[src/rtl/trap_pkg.sv]
// rtl/trap_pkg.sv - shared FSM states, CSR addresses and mstatus bit positions for the trap sequencer
package trap_pkg;

   typedef enum logic [2:0] {
      IDLE     = 3'd0,
      T_EPC    = 3'd1,
      T_CAUSE  = 3'd2,
      T_TVAL   = 3'd3,
      T_STATUS = 3'd4,
      M_STATUS = 3'd5,
      REDIR    = 3'd6
   } trap_state_e;

   localparam logic [11:0] CSR_MSTATUS = 12'h300;
   localparam logic [11:0] CSR_MEPC    = 12'h341;
   localparam logic [11:0] CSR_MCAUSE  = 12'h342;
   localparam logic [11:0] CSR_MTVAL   = 12'h343;

   localparam int MSTATUS_MIE    = 3;
   localparam int MSTATUS_MPIE   = 7;
   localparam int MSTATUS_MPP_LO = 11;
   localparam int MSTATUS_MPP_HI = 12;

   localparam logic [1:0] MTVEC_MODE_VECTORED = 2'b01;

endpackage

[src/rtl/trap_sequencer_if.sv]
// rtl/trap_sequencer_if.sv - writeback request, CSR read/write and redirect bundle for trap_sequencer
interface trap_sequencer_if #(
   parameter int XLEN   = 64,
   parameter int CSRA_W = 12
);
   logic              wb_v;
   logic              wb_cs;
   logic [XLEN-1:0]   wb_cause;
   logic [XLEN-1:0]   wb_pc;
   logic [XLEN-1:0]   wb_tval;
   logic              wb_mret;
   logic              wb_st_csr;
   logic [CSRA_W-1:0] wb_csr_addr;
   logic [XLEN-1:0]   wb_csr_data;
   logic [XLEN-1:0]   mtvec;
   logic [XLEN-1:0]   mepc;
   logic [XLEN-1:0]   mstatus;
   logic              csr_we;
   logic [CSRA_W-1:0] csr_waddr;
   logic [XLEN-1:0]   csr_wdata;
   logic              trap_redirect;
   logic [XLEN-1:0]   trap_target;
   logic              pipe_flush;
   logic              wb_stall;

   modport master (
      output wb_v, wb_cs, wb_cause, wb_pc, wb_tval, wb_mret, wb_st_csr,
             wb_csr_addr, wb_csr_data, mtvec, mepc, mstatus,
      input  csr_we, csr_waddr, csr_wdata, trap_redirect, trap_target,
             pipe_flush, wb_stall
   );

   modport slave (
      input  wb_v, wb_cs, wb_cause, wb_pc, wb_tval, wb_mret, wb_st_csr,
             wb_csr_addr, wb_csr_data, mtvec, mepc, mstatus,
      output csr_we, csr_waddr, csr_wdata, trap_redirect, trap_target,
             pipe_flush, wb_stall
   );
endinterface

[src/rtl/trap_target_calc.sv]
// rtl/trap_target_calc.sv - combinational trap vector target; vectored interrupts under TRAP_VECTORED_EN
module trap_target_calc
   import trap_pkg::*;
#(
   parameter int XLEN = 64
) (
   input  logic [XLEN-1:0] mtvec,
   input  logic [XLEN-1:0] cause,
   output logic [XLEN-1:0] target
);
   logic [XLEN-1:0] base;

   assign base = {mtvec[XLEN-1:2], 2'b00};

`ifdef TRAP_VECTORED_EN
   logic vectored;

   // 4*cause drops cause[XLEN-2] and the interrupt bit; the add wraps at XLEN
   assign vectored = (mtvec[1:0] == MTVEC_MODE_VECTORED) && cause[XLEN-1];
   assign target   = vectored ? base + {cause[XLEN-3:0], 2'b00} : base;
`else
   logic unused_vec_bits;

   assign unused_vec_bits = ^{mtvec[1:0], cause};
   assign target          = base;
`endif
endmodule

[src/rtl/trap_sequencer.sv]
// rtl/trap_sequencer.sv - serialises trap/MRET CSR updates onto one write port and issues the PC redirect
// Optional TRAP_VECTORED_EN enables vectored interrupt targets in trap_target_calc.
module trap_sequencer
   import trap_pkg::*;
#(
   parameter int XLEN   = 64,
   parameter int CSRA_W = 12
) (
   input  logic            clk,
   input  logic            rst_n,
   trap_sequencer_if.slave bus
);
   trap_state_e     state_q, state_d;
   logic [XLEN-1:0] pc_q, pc_d;
   logic [XLEN-1:0] cause_q, cause_d;
   logic [XLEN-1:0] tval_q, tval_d;
   logic [XLEN-1:0] mtvec_q, mtvec_d;
   logic            mret_q, mret_d;

   logic            take_trap, take_mret, take_csr;
   logic [XLEN-1:0] vec_target;
   logic [XLEN-1:0] trap_mstatus, mret_mstatus;

   logic              csr_we;
   logic [CSRA_W-1:0] csr_waddr;
   logic [XLEN-1:0]   csr_wdata;
   logic              redirect;
   logic [XLEN-1:0]   target;
   logic              flush;
   logic              stall;

   // Trap beats MRET, both beat a plain CSR write
   assign take_trap = (state_q == IDLE) && bus.wb_v && bus.wb_cs;
   assign take_mret = (state_q == IDLE) && bus.wb_v && bus.wb_mret && !bus.wb_cs;
   assign take_csr  = (state_q == IDLE) && bus.wb_v && bus.wb_st_csr && !bus.wb_cs && !bus.wb_mret;

   trap_target_calc #(.XLEN(XLEN)) u_target_calc (
      .mtvec  (mtvec_q),
      .cause  (cause_q),
      .target (vec_target)
   );

   always_comb begin
      trap_mstatus                                 = bus.mstatus;
      trap_mstatus[MSTATUS_MPIE]                   = bus.mstatus[MSTATUS_MIE];
      trap_mstatus[MSTATUS_MIE]                    = 1'b0;
      trap_mstatus[MSTATUS_MPP_HI:MSTATUS_MPP_LO]  = 2'b11;
      mret_mstatus                                 = bus.mstatus;
      mret_mstatus[MSTATUS_MIE]                    = bus.mstatus[MSTATUS_MPIE];
      mret_mstatus[MSTATUS_MPIE]                   = 1'b1;
      mret_mstatus[MSTATUS_MPP_HI:MSTATUS_MPP_LO]  = 2'b11;
   end

   always_ff @(posedge clk or negedge rst_n) begin
      if (!rst_n) begin
         state_q <= IDLE;
         pc_q    <= '0;
         cause_q <= '0;
         tval_q  <= '0;
         mtvec_q <= '0;
         mret_q  <= 1'b0;
      end else begin
         state_q <= state_d;
         pc_q    <= pc_d;
         cause_q <= cause_d;
         tval_q  <= tval_d;
         mtvec_q <= mtvec_d;
         mret_q  <= mret_d;
      end
   end

   always_comb begin
      state_d = state_q;
      pc_d    = pc_q;
      cause_d = cause_q;
      tval_d  = tval_q;
      mtvec_d = mtvec_q;
      mret_d  = mret_q;
      case (state_q)
         IDLE: begin
            if (take_trap) begin
               pc_d    = bus.wb_pc;
               cause_d = bus.wb_cause;
               tval_d  = bus.wb_tval;
               mtvec_d = bus.mtvec;
               mret_d  = 1'b0;
               state_d = T_EPC;
            end else if (take_mret) begin
               mret_d  = 1'b1;
               state_d = M_STATUS;
            end
         end
         T_EPC:    state_d = T_CAUSE;
         T_CAUSE:  state_d = T_TVAL;
         T_TVAL:   state_d = T_STATUS;
         T_STATUS: state_d = REDIR;
         // pc_q is free on the MRET path, so it carries the return address
         M_STATUS: begin
            pc_d    = bus.mepc;
            state_d = REDIR;
         end
         REDIR:    state_d = IDLE;
         default:  state_d = IDLE;
      endcase
   end

   always_comb begin
      csr_we    = 1'b0;
      csr_waddr = '0;
      csr_wdata = '0;
      redirect  = 1'b0;
      target    = '0;
      flush     = (state_q != IDLE);
      stall     = (state_q != IDLE);
      case (state_q)
         IDLE: begin
            flush = take_trap || take_mret;
            if (take_csr) begin
               csr_we    = 1'b1;
               csr_waddr = bus.wb_csr_addr;
               csr_wdata = bus.wb_csr_data;
            end
         end
         T_EPC: begin
            csr_we    = 1'b1;
            csr_waddr = CSRA_W'(CSR_MEPC);
            csr_wdata = {pc_q[XLEN-1:2], 2'b00};
         end
         T_CAUSE: begin
            csr_we    = 1'b1;
            csr_waddr = CSRA_W'(CSR_MCAUSE);
            csr_wdata = cause_q;
         end
         T_TVAL: begin
            csr_we    = 1'b1;
            csr_waddr = CSRA_W'(CSR_MTVAL);
            csr_wdata = tval_q;
         end
         T_STATUS: begin
            csr_we    = 1'b1;
            csr_waddr = CSRA_W'(CSR_MSTATUS);
            csr_wdata = trap_mstatus;
         end
         M_STATUS: begin
            csr_we    = 1'b1;
            csr_waddr = CSRA_W'(CSR_MSTATUS);
            csr_wdata = mret_mstatus;
         end
         REDIR: begin
            redirect = 1'b1;
            target   = mret_q ? pc_q : vec_target;
         end
         default: ;
      endcase
   end

   // Outputs are forced low for the whole time reset is held, even with requests present
   assign bus.csr_we        = rst_n & csr_we;
   assign bus.csr_waddr     = rst_n ? csr_waddr : '0;
   assign bus.csr_wdata     = rst_n ? csr_wdata : '0;
   assign bus.trap_redirect = rst_n & redirect;
   assign bus.trap_target   = rst_n ? target : '0;
   assign bus.pipe_flush    = rst_n & flush;
   assign bus.wb_stall      = rst_n & stall;
endmodule

[src/flat_wrapper.sv]
// flat-port wrapper written by rule: the top's interface ports become plain ports
module trap_sequencer_flat import trap_pkg::*;
#(
   parameter int XLEN   = 64,
   parameter int CSRA_W = 12
)
  (clk, rst_n, bus_wb_v, bus_wb_cs, bus_wb_cause, bus_wb_pc, bus_wb_tval, bus_wb_mret, bus_wb_st_csr, bus_wb_csr_addr, bus_wb_csr_data, bus_mtvec, bus_mepc, bus_mstatus, bus_csr_we, bus_csr_waddr, bus_csr_wdata, bus_trap_redirect, bus_trap_target, bus_pipe_flush, bus_wb_stall);
  trap_sequencer_if #(.XLEN(XLEN), .CSRA_W(CSRA_W)) bus_i ();
  input  logic clk;
  input  logic rst_n;
  input wire logic [$bits(bus_i.wb_v)-1:0] bus_wb_v;
  input wire logic [$bits(bus_i.wb_cs)-1:0] bus_wb_cs;
  input wire logic [$bits(bus_i.wb_cause)-1:0] bus_wb_cause;
  input wire logic [$bits(bus_i.wb_pc)-1:0] bus_wb_pc;
  input wire logic [$bits(bus_i.wb_tval)-1:0] bus_wb_tval;
  input wire logic [$bits(bus_i.wb_mret)-1:0] bus_wb_mret;
  input wire logic [$bits(bus_i.wb_st_csr)-1:0] bus_wb_st_csr;
  input wire logic [$bits(bus_i.wb_csr_addr)-1:0] bus_wb_csr_addr;
  input wire logic [$bits(bus_i.wb_csr_data)-1:0] bus_wb_csr_data;
  input wire logic [$bits(bus_i.mtvec)-1:0] bus_mtvec;
  input wire logic [$bits(bus_i.mepc)-1:0] bus_mepc;
  input wire logic [$bits(bus_i.mstatus)-1:0] bus_mstatus;
  output wire logic [$bits(bus_i.csr_we)-1:0] bus_csr_we;
  output wire logic [$bits(bus_i.csr_waddr)-1:0] bus_csr_waddr;
  output wire logic [$bits(bus_i.csr_wdata)-1:0] bus_csr_wdata;
  output wire logic [$bits(bus_i.trap_redirect)-1:0] bus_trap_redirect;
  output wire logic [$bits(bus_i.trap_target)-1:0] bus_trap_target;
  output wire logic [$bits(bus_i.pipe_flush)-1:0] bus_pipe_flush;
  output wire logic [$bits(bus_i.wb_stall)-1:0] bus_wb_stall;
  assign bus_i.wb_v = bus_wb_v;
  assign bus_i.wb_cs = bus_wb_cs;
  assign bus_i.wb_cause = bus_wb_cause;
  assign bus_i.wb_pc = bus_wb_pc;
  assign bus_i.wb_tval = bus_wb_tval;
  assign bus_i.wb_mret = bus_wb_mret;
  assign bus_i.wb_st_csr = bus_wb_st_csr;
  assign bus_i.wb_csr_addr = bus_wb_csr_addr;
  assign bus_i.wb_csr_data = bus_wb_csr_data;
  assign bus_i.mtvec = bus_mtvec;
  assign bus_i.mepc = bus_mepc;
  assign bus_i.mstatus = bus_mstatus;
  assign bus_csr_we = bus_i.csr_we;
  assign bus_csr_waddr = bus_i.csr_waddr;
  assign bus_csr_wdata = bus_i.csr_wdata;
  assign bus_trap_redirect = bus_i.trap_redirect;
  assign bus_trap_target = bus_i.trap_target;
  assign bus_pipe_flush = bus_i.pipe_flush;
  assign bus_wb_stall = bus_i.wb_stall;
  trap_sequencer #(.XLEN(XLEN), .CSRA_W(CSRA_W)) u_core (.clk(clk), .rst_n(rst_n), .bus(bus_i));
endmodule
[config.mk]
export PLATFORM = sky130hd
export DESIGN_NAME = trap_sequencer_flat
export DESIGN_NICKNAME = d
export VERILOG_FILES = /design/src/rtl/trap_pkg.sv /design/src/rtl/trap_sequencer_if.sv /design/src/rtl/trap_target_calc.sv /design/src/rtl/trap_sequencer.sv /design/src/flat_wrapper.sv
export SDC_FILE = /design/constraint.sdc
export NUM_CORES = 1
export LEC_CHECK = 0
export ABC_AREA = 1
export CELL_PAD_IN_SITES_DETAIL_PLACEMENT = 0
export CELL_PAD_IN_SITES_GLOBAL_PLACEMENT = 1
export CORE_MARGIN = 10
export CORE_UTILIZATION = 32
export DETAILED_ROUTE_END_ITERATION = 12
export GPL_TIMING_DRIVEN = 0
export PLACE_DENSITY_LB_ADDON = 0.1
export SLEW_MARGIN = 30
export SYNTH_ARGS = -nofsm -noshare
export SYNTH_HDL_FRONTEND = slang
export SYNTH_SLANG_ARGS = --single-unit
[constraint.sdc]
create_clock -name clk -period 4.7 [get_ports clk]
set_input_delay 0.705 -clock clk [delete_from_list [all_inputs] [get_ports clk]]
set_output_delay 0.705 -clock clk [all_outputs]
set_load 0.02 [all_outputs]
# ---- After elaboration in Yosys (flattened, before gate mapping)
# Cells that the tools add are included.
dict set report word_totals {
  ff_bits 260
  output_inout_bits 144
}
dict set report classes {
  n_eq_ne 8
  mux 20
  bitwise_logic 4
  reduce_logical 19
}
# operator count
set op_table {}
lappend op_table {{64-bit two-way mux} 6}
lappend op_table {{64-bit case mux with 6 select lines} 1}
lappend op_table {{64-bit case mux with 2 select lines} 1}
lappend op_table {{12-bit case mux with 5 select lines} 1}
lappend op_table {{12-bit two-way mux} 2}
lappend op_table {{3-bit case mux with 5 select lines} 1}
lappend op_table {{3-bit equality test, second input constant} 3}
lappend op_table {{1-bit logical AND} 7}
lappend op_table {{3-bit by 2-bit equality test with 1-bit output, second input constant} 2}
lappend op_table {{3-bit two-way mux} 2}
lappend op_table {{2-bit AND reduction} 3}
lappend op_table {{1-bit two-way mux} 5}
lappend op_table {{5-bit OR reduction} 1}
lappend op_table {{1-bit bitwise AND} 4}
lappend op_table {{2-bit nonzero test} 2}
lappend op_table {{3-bit by 1-bit equality test with 1-bit output, second input constant} 1}
lappend op_table {{3-bit logical NOT} 1}
lappend op_table {{3-bit by 1-bit != test with 1-bit output, second input constant} 1}
lappend op_table {{3-bit nonzero test} 1}
lappend op_table {{1-bit logical NOT} 2}
lappend op_table {{2-bit by 1-bit != test with 1-bit output, second input constant} 1}
lappend op_table {{1-bit case mux with 2 select lines} 1}
lappend op_table {{2-bit OR reduction} 1}
lappend op_table {{1-bit logical OR} 1}

# ---- Longest topological paths before layout
dict set report logic_depth {
  ltp_word 8
  depth_mapped 11
}

# ---- By module
# Synthesis repeated with hierarchy kept, for this count alone.
dict set report unflattened {
  cells_unflattened 2254
  area_unflattened_um2 15621.2
}
# module n_inst cells_per_inst area_per_inst_um2 seq_area_each_um2
set modules_own_cells {}
lappend modules_own_cells {trap_sequencer 1 2189 15137.0 6506.2}
lappend modules_own_cells {trap_target_calc 1 65 484.2 0.0}

# ---- Worst setup path after synthesis
# No wires, ideal clock.
dict set report synth_timing {
  path_kind {input to output}
  start {in bus_wb_cs}
  end {out bus_csr_wdata[48]}
  t_arrival_ns 1.829
  t_required_ns 3.995
  path_slack_ns 2.166
  cell_stages 7
  path_buffers 2
  cell_sequence {nor2_1 -> nand2_1 -> nor2_2 -> buf_2 -> buf_6 -> nand2_1 -> a21oi_1}
}
dict set report synth_between {
  elab_chain_len 6
}
# element line
set synth_lines {}
lappend synth_lines {{start, declared} flat_wrapper.sv:12} ;# input wire logic [$bits(bus_i.wb_cs)-1:0] bus_wb_cs;
lappend synth_lines {{1-bit logical NOT} trap_sequencer.sv:35} ;# assign take_csr = (state_q == IDLE) && bus.wb_v && bus.wb_st_csr && !bus.wb_cs && !bus.wb_mret;
lappend synth_lines {{1-bit logical AND (2 in a row)} trap_sequencer.sv:35}
lappend synth_lines {{64-bit two-way mux} trap_sequencer.sv:118} ;# if (take_csr) begin
lappend synth_lines {{64-bit case mux with 6 select lines} trap_sequencer.sv:115} ;# case (state_q)
lappend synth_lines {{64-bit two-way mux} trap_sequencer.sv:160} ;# assign bus.csr_wdata = rst_n ? csr_wdata : '0;
lappend synth_lines {{end, declared} flat_wrapper.sv:25} ;# output wire logic [$bits(bus_i.csr_wdata)-1:0] bus_csr_wdata;
# Every way passes these cells.

# ---- Worst setup path in the final report
dict set report layout_timing {
  start {reg u_core.state_q[0]}
  end {out bus_csr_wdata[7]}
}
dict set report layout_between {
  elab_chain_len 8
}
# element line
set layout_lines {}
lappend layout_lines {{start, declared} trap_sequencer.sv:13} ;# trap_state_e state_q, state_d;
lappend layout_lines {{start signal, assigned} trap_sequencer.sv:63} ;# state_q <= state_d;
lappend layout_lines {{3-bit logical NOT} {trap_sequencer.sv:35, trap_sequencer.sv:115}}
lappend layout_lines {{1-bit logical AND (4 in a row)} trap_sequencer.sv:35}
lappend layout_lines {{64-bit two-way mux} trap_sequencer.sv:118}
lappend layout_lines {{64-bit case mux with 6 select lines *} trap_sequencer.sv:115}
lappend layout_lines {{64-bit two-way mux *} trap_sequencer.sv:160}
# Mark *: on every way between the ends. The rest lies on a longest branch, timed or not.

==> impl_metrics.ini <==
[clocking]
clk_path_buf_depth = 3
clk_latency_ps = 550
cts_tree = built
root_buffer = clkbuf_16
clkSlewWorstSetupHoldPaths_ps = 60
cts_setup_buffers = 0
cts-htree-levels = 2
holdBufCountCts = 0
cts.sinks = 258
cts_buffers = 35

[global_routing]
grtUsageMet3_pct = 7.468
antenna_found_initial = 31
grt_pass1_vias = 18535
gr-usage-met2_pct = 49.07
busiest_layer = met2
grt_pass1_wl_um = 124800
overflow = 0
use_met1_pct = 36.24
grt_usage_pct = 29.41
grt_start_max_net_pins = 78

[worst_setup_path]
crit_fanout = 10
regToRegStartpoint = u_core.state_q[0]
worstPathRequired_ps = 3990
critPathKind = register to output port
worst-r2r-cell-count = 7
cp-start-kind = register
r2r_slack_ps = 1650
cp-endpoint = bus_csr_wdata[7]
worstPathArrival_ps = 3810
endpoint_kind = output port
cp-startpoint = u_core.state_q[0]
r2r_end = u_core.pc_q[53]

[floorplan]
row_count = 79
die_h_um = 236.7
dieWidth_um = 236.7
start_util_pct = 32.34
num_io_pins = 610
core_area_um2 = 46460
dieArea_um2 = 56020

[finish]
layout.nets = 3287
multi_input_area_um2 = 7337
nFillCells = 4806
post-route-util_pct = 49.73
final_common_cell = clkdlybuf4s50_1
layout_common_cells = clkdlybuf4s50_1 (604), nand2_1 (592), nand3_1 (503), dfrtp_1 (258), nor2_1 (208)
drive_gt1_share_pct = 4.814
seq_area_um2 = 6456
area_growth_pct = 53.77

[synthesis]
netlist_area_um2 = 15030
yosysWarnings = 0
synth_fp_nets = 2642
synth.ff_latch_count = 258
synth-seq-area-share_pct = 42.97
synthDistinctLibCells = 18
post_synth.cell_area_avg_um2 = 6.905
synthCells = 2176

[timing]
fin_tns_setup_ps = 0
setup_violations = 0
slew-limit-headroom_pct = 31.24
period_share_pct = 96.07
fmax_ghz = 0.2215
period_minus_slack_ps = 4515
grt_setup_unrepaired = no
worst_pin_slew_ps = 1031
skew_ps = 15.51
slew_viol_final = 0
final_hold_viol_count = 0

[placed_design]
gp_congestion = 0.8877
hpwl_um = 67830
portBuffers = 605

[detailed_routing]
ant_nets = 0
via_per_inst = 5.347
drc_errors = 0
wirelength_um = 86260
drtIter0Drc = 1734
wire_per_inst_um = 24.83
vias = 18574
first_pass_iters = 5

[pwr]
ir_drop_mv = 0.2502
p_per_area_nw_per_um2 = 583.1
cellLeakagePower_nw = 10.27

[worst_hold_path]
hold_path_class = input pin to async pin

[outcome]
status = completed

[flow_run]
maxCapViolCount = 0
stage by stage:
stage | cell area, um^2 | worst slack (ps) | power [mW] | hold slack (ps) | std cells
after CTS | 23050 | 96.81 | 13.48 | 127.0 | 3453
after floorplan | 15030 | 2166 | 7.644 | 409.4 | 2176
after detailed placement | 21930 | 120.1 | 10.77 | 464.8 | 3391
after global placement | 21840 | -11650 | 10.68 | 461.5 | 3388
final | 23100 | 184.7 | 13.47 | 122.4 | 3474
after global routing | 23090 | 70.53 | 14.29 | 157.0 | 3469
area by class of cell:
cell class	instances	share of cell area, %
diodes	21	0.2274
multi-input cells	1631	31.76
repair buffers	608	26.59
inverters	88	1.430
flip-flops and latches	258	27.94
plain buffers	199	3.959
clock buffers	49	4.235
well taps	607	3.287
clock inverters	13	0.5740
critical path, stage by stage, from the launching register on:
cell	delay, ps
dfrtp_1	310
buf_2	280
inv_1	110
nor2_2	760
clkbuf_1	500
o21ai_0	300
nand4_1	160
nor2_1	50
nor2_1	80
clkdlybuf4s50_1	690
layer usage:
metal  vias to the layer above  part of all wire, %
met1                      8988                   40
met2                       837                   48
met5                         -                 0.21
met4                        24                  3.0
met3                       147                  8.2
li1                       8578                    -
cells by family after synthesis:
family | count (synthesis) | share of synthesized area, %
AO/OA/AOI/OAI | 199 | 6.628
buffers and inverters | 287 | 8.252
flip-flops | 258 | 42.97
AND/OR/NAND/NOR | 1432 | 42.15
flip-flops by register name (all words and copies together), names as in the netlist:
signal and cells:
u_core.cause_q 64, u_core.pc_q 64, u_core.tval_q 64, u_core.mtvec_q 62
u_core.state_q 3, u_core.mret_q 1
power by group:
part	internal [mW]	switching [mW]	total, mW
clock network	1.57	1.09	2.66
logic	2.32	4.55	6.87
registers	3.26	0.672	3.94
total	7.16	6.32	13.5
Yosys cell counts:
| master | instances | share of area [%] |
|---|---|---|
| clkbuf_1 | 104 | 2.6 |
| nor2_2 | 2 | 0.083 |
| o21ai_0 | 70 | 2.3 |
| buf_1 | 27 | 0.67 |
| nor2_1 | 209 | 5.2 |
| nor2_8 | 1 | 0.13 |
| nand2_2 | 1 | 0.042 |
| nand4_1 | 120 | 5.0 |
| buf_6 | 12 | 0.90 |
| inv_2 | 3 | 0.075 |
| buf_4 | 1 | 0.050 |
| nand3_1 | 503 | 17 |
| nand2_1 | 592 | 15 |
| buf_2 | 55 | 1.8 |
| inv_1 | 85 | 2.1 |
| a21oi_1 | 129 | 4.3 |
| dfrtp_1 | 258 | 43 |
| nor3_1 | 4 | 0.13 |
timing repair:
action | 4_1_cts | 5_1_grt
endpoints found under the hold margin | 0 | 0
resized for setup | 1 | 1
setup endpoints to repair | 2 | 1
worst min-delay path by stage:
stage	slack, ps	start	endpoint
after floorplan	410	rst_n	u_core.cause_q[0]
after global placement	460	u_core.tval_q[43]	u_core.tval_q[43]
after detailed placement	460	u_core.tval_q[43]	u_core.tval_q[43]
after CTS	130	rst_n	u_core.pc_q[12]
after global routing	160	rst_n	u_core.mtvec_q[59]
final	120	rst_n	u_core.mtvec_q[59]
Note: power is estimated with default switching activity, not from simulation.
